**config.mk**
```make
export PLATFORM = sky130hd
export DESIGN_NAME = ssd1306_i2c_tx_flat
export DESIGN_NICKNAME = d
export VERILOG_FILES = /design/src/rtl/ssd1306_i2c_tx_if.sv /design/src/rtl/ssd1306_i2c_tx.sv /design/src/flat_wrapper.sv
export SDC_FILE = /design/constraint.sdc
export NUM_CORES = 1
export LEC_CHECK = 0
export ABC_AREA = 0
export BUFFER_PORTS_ARGS = -buffer_cell sky130_fd_sc_hd__buf_2
export CAP_MARGIN = 30
export CORE_MARGIN = 1.5
export CORE_UTILIZATION = 59
export CTS_CLUSTER_DIAMETER = 50
export DETAILED_ROUTE_END_ITERATION = 10
export PLACE_DENSITY_LB_ADDON = 0.05
export SYNTH_ARGS = -nofsm -noshare
export SYNTH_HDL_FRONTEND = slang
export SYNTH_SLANG_ARGS = --single-unit
```
**constraint.sdc**
```tcl
create_clock -name clk -period 3.2 [get_ports clk]
set_input_delay 0.64 -clock clk [delete_from_list [all_inputs] [get_ports clk]]
set_output_delay 0.64 -clock clk [all_outputs]
set_load 0.1 [all_outputs]
```
**src/rtl/ssd1306_i2c_tx_if.sv**
```systemverilog
// Request/response and I2C pin bundle between a host and the SSD1306 I2C write transmitter.
// The master side is the host plus the bus environment; it also supplies the sampled SDA level.
interface ssd1306_i2c_tx_if;
  logic [7:0] tx_ctrl;
  logic [7:0] tx_data;
  logic       tx_start;
  logic       tx_done;
  logic       ack_err;
  logic       scl;
  logic       sda_low;
  logic       sda_in;

  modport master (
    output tx_ctrl, tx_data, tx_start, sda_in,
    input  tx_done, ack_err, scl, sda_low
  );

  modport slave (
    input  tx_ctrl, tx_data, tx_start, sda_in,
    output tx_done, ack_err, scl, sda_low
  );
endinterface

```
**src/rtl/ssd1306_i2c_tx.sv**
```systemverilog
// Single-transaction I2C writer for an SSD1306: START, address+W, control byte, data byte, STOP.
// Every pin level is registered and changes only on quarter-SCL ticks.
module ssd1306_i2c_tx #(
  parameter logic [6:0] SLAVE_ADDR = 7'h3C,
  parameter int         QUARTER    = 125
) (
  input logic             clk,
  input logic             rst,
  ssd1306_i2c_tx_if.slave bus
);

  typedef enum logic [2:0] {
    S_IDLE  = 3'd0,
    S_START = 3'd1,
    S_ADDR  = 3'd2,
    S_CTRL  = 3'd3,
    S_DATA  = 3'd4,
    S_STOP  = 3'd5
  } state_t;

  localparam logic [11:0] Q_LAST    = 12'(QUARTER - 1);
  localparam logic [7:0]  ADDR_BYTE = {SLAVE_ADDR, 1'b0};

  state_t      state_r;
  logic [11:0] qcnt_r;
  logic [1:0]  qtr_r;
  logic [3:0]  bit_r;
  logic [7:0]  ctrl_r;
  logic [7:0]  data_r;
  logic        nack_r;
  logic        tx_done_r;
  logic        ack_err_r;
  logic        scl_r;
  logic        sda_low_r;

  logic        tick_s;
  state_t      nxt_state_s;
  logic [1:0]  nxt_qtr_s;
  logic [3:0]  nxt_bit_s;
  logic        nack_s;
  logic [7:0]  nxt_byte_s;

  // Pin levels {scl, sda_low} for a given position inside the transaction.
  function automatic logic [1:0] pins(input state_t st, input logic [1:0] q,
                                      input logic [3:0] b, input logic [7:0] byte_v);
    logic [1:0] r;
    logic [2:0] idx;
    r   = 2'b10;
    idx = 3'd7 - b[2:0];
    case (st)
      S_START: begin
        case (q)
          2'd0:    r = 2'b10;
          2'd1:    r = 2'b11;
          2'd2:    r = 2'b11;
          default: r = 2'b01;
        endcase
      end
      S_ADDR, S_CTRL, S_DATA: begin
        r[1] = (q == 2'd1) || (q == 2'd2);
        r[0] = (b == 4'd8) ? 1'b0 : ~byte_v[idx];
      end
      S_STOP: begin
        case (q)
          2'd0:    r = 2'b01;
          2'd1:    r = 2'b11;
          default: r = 2'b10;
        endcase
      end
      default: r = 2'b10;
    endcase
    return r;
  endfunction

  assign tick_s = (qcnt_r == Q_LAST);

  // Position the FSM moves to on the next quarter tick, plus the ACK-slot NACK capture.
  always_comb begin
    nxt_state_s = state_r;
    nxt_qtr_s   = qtr_r + 2'd1;
    nxt_bit_s   = bit_r;
    if (((state_r == S_ADDR) || (state_r == S_CTRL) || (state_r == S_DATA)) &&
        (bit_r == 4'd8) && (qtr_r == 2'd1)) begin
      nack_s = nack_r | bus.sda_in;
    end else begin
      nack_s = nack_r;
    end
    if (qtr_r == 2'd3) begin
      case (state_r)
        S_START: begin
          nxt_state_s = S_ADDR;
          nxt_bit_s   = 4'd0;
        end
        S_ADDR, S_CTRL, S_DATA: begin
          if (bit_r == 4'd8) begin
            nxt_bit_s = 4'd0;
            // A NACK on any byte abandons the rest and closes the bus.
            if (nack_r || (state_r == S_DATA)) begin
              nxt_state_s = S_STOP;
            end else if (state_r == S_ADDR) begin
              nxt_state_s = S_CTRL;
            end else begin
              nxt_state_s = S_DATA;
            end
          end else begin
            nxt_bit_s = bit_r + 4'd1;
          end
        end
        S_STOP:  nxt_state_s = S_IDLE;
        default: nxt_state_s = S_IDLE;
      endcase
    end else begin
      nxt_state_s = state_r;
    end
  end

  // Byte shifted out in the state the FSM is about to enter.
  always_comb begin
    case (nxt_state_s)
      S_ADDR:  nxt_byte_s = ADDR_BYTE;
      S_CTRL:  nxt_byte_s = ctrl_r;
      S_DATA:  nxt_byte_s = data_r;
      default: nxt_byte_s = 8'h00;
    endcase
  end

  // Transaction FSM with registered pin, status and latch outputs.
  always_ff @(posedge clk or posedge rst) begin
    if (rst) begin
      state_r   <= S_IDLE;
      qcnt_r    <= 12'd0;
      qtr_r     <= 2'd0;
      bit_r     <= 4'd0;
      ctrl_r    <= 8'h00;
      data_r    <= 8'h00;
      nack_r    <= 1'b0;
      tx_done_r <= 1'b1;
      ack_err_r <= 1'b0;
      scl_r     <= 1'b1;
      sda_low_r <= 1'b0;
    end else begin
      case (state_r)
        S_IDLE: begin
          qcnt_r    <= 12'd0;
          ack_err_r <= 1'b0;
          if (bus.tx_start) begin
            state_r   <= S_START;
            qtr_r     <= 2'd0;
            bit_r     <= 4'd0;
            nack_r    <= 1'b0;
            ctrl_r    <= bus.tx_ctrl;
            data_r    <= bus.tx_data;
            tx_done_r <= 1'b0;
            {scl_r, sda_low_r} <= pins(S_START, 2'd0, 4'd0, 8'h00);
          end else begin
            tx_done_r <= 1'b1;
            {scl_r, sda_low_r} <= 2'b10;
          end
        end
        default: begin
          ack_err_r <= 1'b0;
          if (tick_s) begin
            qcnt_r  <= 12'd0;
            state_r <= nxt_state_s;
            qtr_r   <= nxt_qtr_s;
            bit_r   <= nxt_bit_s;
            {scl_r, sda_low_r} <= pins(nxt_state_s, nxt_qtr_s, nxt_bit_s, nxt_byte_s);
            if (nxt_state_s == S_IDLE) begin
              tx_done_r <= 1'b1;
              ack_err_r <= nack_s;
              nack_r    <= 1'b0;
            end else begin
              nack_r    <= nack_s;
            end
          end else begin
            qcnt_r <= qcnt_r + 12'd1;
          end
        end
      endcase
    end
  end

  assign bus.tx_done = tx_done_r;
  assign bus.ack_err = ack_err_r;
  assign bus.scl     = scl_r;
  assign bus.sda_low = sda_low_r;

endmodule

```
**src/flat_wrapper.sv**
```systemverilog
// flat-port wrapper written by rule: the top's interface ports become plain ports
module ssd1306_i2c_tx_flat 
#(
  parameter logic [6:0] SLAVE_ADDR = 7'h3C,
  parameter int         QUARTER    = 125
)
  (clk, rst, bus_tx_ctrl, bus_tx_data, bus_tx_start, bus_sda_in, bus_tx_done, bus_ack_err, bus_scl, bus_sda_low);
  ssd1306_i2c_tx_if bus_i ();
  input logic clk;
  input logic rst;
  input wire logic [$bits(bus_i.tx_ctrl)-1:0] bus_tx_ctrl;
  input wire logic [$bits(bus_i.tx_data)-1:0] bus_tx_data;
  input wire logic [$bits(bus_i.tx_start)-1:0] bus_tx_start;
  input wire logic [$bits(bus_i.sda_in)-1:0] bus_sda_in;
  output wire logic [$bits(bus_i.tx_done)-1:0] bus_tx_done;
  output wire logic [$bits(bus_i.ack_err)-1:0] bus_ack_err;
  output wire logic [$bits(bus_i.scl)-1:0] bus_scl;
  output wire logic [$bits(bus_i.sda_low)-1:0] bus_sda_low;
  assign bus_i.tx_ctrl = bus_tx_ctrl;
  assign bus_i.tx_data = bus_tx_data;
  assign bus_i.tx_start = bus_tx_start;
  assign bus_i.sda_in = bus_sda_in;
  assign bus_tx_done = bus_i.tx_done;
  assign bus_ack_err = bus_i.ack_err;
  assign bus_scl = bus_i.scl;
  assign bus_sda_low = bus_i.sda_low;
  ssd1306_i2c_tx #(.SLAVE_ADDR(SLAVE_ADDR), .QUARTER(QUARTER)) u_core (.clk(clk), .rst(rst), .bus(bus_i));
endmodule
```
==> run_results.csv <==
group,metric,value,unit
outcome,outcome,"complete, no violations",
logic_synthesis,synth-main-ff-cell,"dfrtp_1",
logic_synthesis,ys_ff_latch,42,
power_and_ir_drop,powerDensity,348,nW/um^2
sta,slew_headroom,0.643,
routing,drt_iter0_drc,199,
placement,portBuffers,23,
cts,cts_resized,0,
critical_path,cp-start-kind,"flip-flop",
final_layout,fillers,338,
critical_path,crit_buf_inv,1,
grt,grt_pass1_wl,8470,um
floorplanning,dieArea,4680,sq um
final_layout,n_antenna_cell,0,
grt,grt_pass1_vias,1782,
routing,num_vias,1935,
cts,clk_path_buf_depth,2,
routing,viasPerCell,5.86,
logic_synthesis,synth_edf_count,0,
sta,period_needed,2.56,ns
critical_path,worstPathArrival,2.78,ns
cts,htree_num_levels,2,
floorplanning,die_h,68.4,um
logic_synthesis,syn_avg_cell_area,9.79,sq um
critical_path,critPathKind,"reg2reg",
sta,tns,0,ns
grt,overflow,0,
power_and_ir_drop,combPwrFrac,0.023,
critical_path,slowest_stage,"dfrtp_1",
sta,fin_ws,0.638,ns
routing,drc,0,
final_layout,drive_gt1_frac,0.229,
sta,worst_pin_slew,0.534,ns
logic_synthesis,synth_cell_types,52,
sta,drv_slew,0,
power_and_ir_drop,peakVddDrop,0.296,mV
power_and_ir_drop,swShare,0.198,
floorplanning,row_count,23,
floorplanning,die_x,68.4,um
sta,hold_viol_final,0,
grt,grt_max_degree,43,
critical_path,crit_chain,"inv_1, ha_1, nand3b_2, a32oi_4, o211a_4, mux2_4, a32o_1, a211o_1, a21oi_1",
sta,rsz0062_at_grt,"no",
power_and_ir_drop,p_clk_frac,0.426,
critical_path,end_kind,"flip-flop",
critical_path,path_delay_family,"compound AO/OA/AOI/OAI gates",
final_layout,final_cell_mix,"dfrtp_1, buf_2, nor2_1, nand3_1, o21ai_0",
routing,post_drt_wl_per_cell,15.3,um
placement,gp_congestion,0.868,
sta,setup_viol,0,
critical_path,crit_required,3.42,ns
floorplanning,coreArea,4060,sq um
hold_path,hold_path_class,"in2async",
power_and_ir_drop,p_sw,0.191,mW
power_and_ir_drop,power.share.sequential,0.551,
sta,fin_skew,0.0117,ns
run,drv_cap,0,
final_layout,layout_commonest_cell,"dfrtp_1",
cts,clkSinkCount,42,
cts,hold_buffers,0,
final_layout,syn_to_final_growth,9.61,%
floorplanning,ios,24,
grt,antenna_found_initial,0,
cts,clkTransAtPathRegs,0.08,ns
cts,cts_tree,"done",
routing,firstDrtPassIters,4,
logic_synthesis,netlist_instances,258,
power_and_ir_drop,p_leak,1.36,nW
routing,ant_nets,0,
logic_synthesis,synth.cell_area,2520,sq um
placement,preCtsSetupSlack,0.670,ns
logic_synthesis,async_flop_share,1.00,
power_and_ir_drop,power,0.963,mW
critical_path,r2r_start,"u_core.bit_r[0]",
critical_path,worst_path_largest_cell_delay,0.47,ns
cts,clk_latency,0.29,ns
power_and_ir_drop,cell_internal_pwr,0.772,mW
sta,period_share,0.801,
critical_path,cp_max_fo,8,
logic_synthesis,syn_nets,286,
sta,fmax,390,MHz
cts,cts-root-buf,"clkbuf_8",
routing,detail_route.wirelength,5050,um
final_layout,nets,307,
critical_path,cp-startpoint,"u_core.bit_r[0]",
cts,post_cts_buffers,0,
floorplanning,initial_utilization,0.622,
logic_synthesis,synth.yosys.seq_area_share,0.417,
grt,grt_usage,0.246,
cts,numCtsBuffers,5,
placement,hpwl,3720,um
logic_synthesis,yosysWarnings,0,
==> power groups by stage <==
stage                     Clock [mW]  Combinational [mW]  Sequential, mW
after floorplan                    0             0.00802           0.541
after global placement             0              0.0230           0.541
after detailed placement           0              0.0232           0.541
after CTS                      0.422              0.0233           0.530
after global routing           0.440              0.0259           0.530
final                          0.411              0.0223           0.530
==> worst min-delay path, stage by stage <==
cell and delay (ns):
buf_2 0.09, inv_1 0.04, buf_4 0.44
==> layout make-up <==
class / count / area [sq um] / share of cell area
timing repair buffer: 27 / 145 / 0.0524
sequential: 42 / 1050 / 0.381
tap: 50 / 62.6 / 0.0226
multi-input combinational: 191 / 1350 / 0.488
clock buffer: 6 / 72.6 / 0.0262
inverter: 12 / 45.0 / 0.0163
clock inverter: 2 / 37.5 / 0.0136
==> registers in the layout, indices dropped and copies added (netlist names) <==
signal / flops
u_core.bit_r: 4
u_core.bus.ack_err: 1
u_core.bus.scl: 1
u_core.bus.sda_low: 1
u_core.bus.tx_done: 1
u_core.ctrl_r: 8
u_core.data_r: 8
u_core.nack_r: 1
u_core.qcnt_r: 12
u_core.qtr_r: 2
u_core.state_r: 3
==> per-layer routing <==
| metal | part of all wire | up-vias | global-route usage |
|---|---|---|---|
| li1 | - | 964 | - |
| met1 | 0.48 | 921 | 0.355 |
| met2 | 0.46 | 42 | 0.381 |
| met3 | 0.042 | 8 | 0.0395 |
| met4 | 0.013 | 0 | 0.0675 |
| met5 | 0 | - | 0 |
==> synth_stat cells, types with 2 or more instances <==
library cell / number / area [sq um]
dfstp_2: 2 / 52.6
o2111ai_1: 2 / 17.5
and2b_1: 2 / 15.0
a21oi_1: 13 / 65.1
ha_1: 8 / 100
nor2b_1: 4 / 25.0
and3_1: 7 / 43.8
clkbuf_1: 5 / 18.8
or3b_2: 2 / 17.5
nor4_1: 2 / 12.5
dfrtp_1: 40 / 1000
and2_1: 2 / 12.5
xnor2_1: 2 / 17.5
mux2_2: 18 / 203
xor2_1: 10 / 87.6
a211o_1: 2 / 17.5
inv_1: 12 / 45.0
a31oi_1: 5 / 31.3
nand2_1: 15 / 56.3
buf_1: 2 / 7.51
nand3_1: 19 / 95.1
mux2i_1: 2 / 20.0
nand4b_1: 3 / 26.3
nor3_1: 2 / 10.0
nor2_1: 22 / 82.6
o211ai_1: 5 / 37.5
and4b_1: 2 / 20.0
buf_2: 3 / 15.0
buf_6: 3 / 33.8
o21ai_0: 19 / 95.1
nand2b_1: 2 / 12.5
==> final timing paths <==
check                                     endpoint  slack (ns)  cells past startpoint
worst max-delay path            u_core.bus.sda_low        0.64                      9
max in group asynchronous       u_core.bus.tx_done        2.37                      3
worst min-delay path              u_core.ctrl_r[0]        0.47                      3
worst max register to register  u_core.bus.sda_low        0.64                      9
min in group clk                u_core.bus.tx_done        0.49                      2
worst min register to register    u_core.data_r[7]        0.51                      1
==> kinds of logic (layout without fill, tap and decap cells) <==
family,after synthesis,in the layout,share of synthesized area
AND/OR/NAND/NOR,92,92,0.195
flip-flops,42,42,0.417
buffers and inverters,25,47,0.0476
XOR/XNOR,12,12,0.0416
adder cells (fa/ha/maj),8,8,0.0396
AO/OA/AOI/OAI,57,57,0.161
multiplexers,22,22,0.0986
==> per-stage QoR <==
step | utilization | area (sq um) | hold slack [ns] | instances
detailed placement | 0.655 | 2660 | 0.498 | 322
floorplan | - | 2520 | 0.472 | 258
global route | 0.682 | 2770 | 0.488 | 330
CTS | 0.682 | 2770 | 0.477 | 330
global placement | 0.655 | 2660 | 0.486 | 322
finish | 0.682 | 2770 | 0.471 | 330
Power figures use the tool's default switching activity.
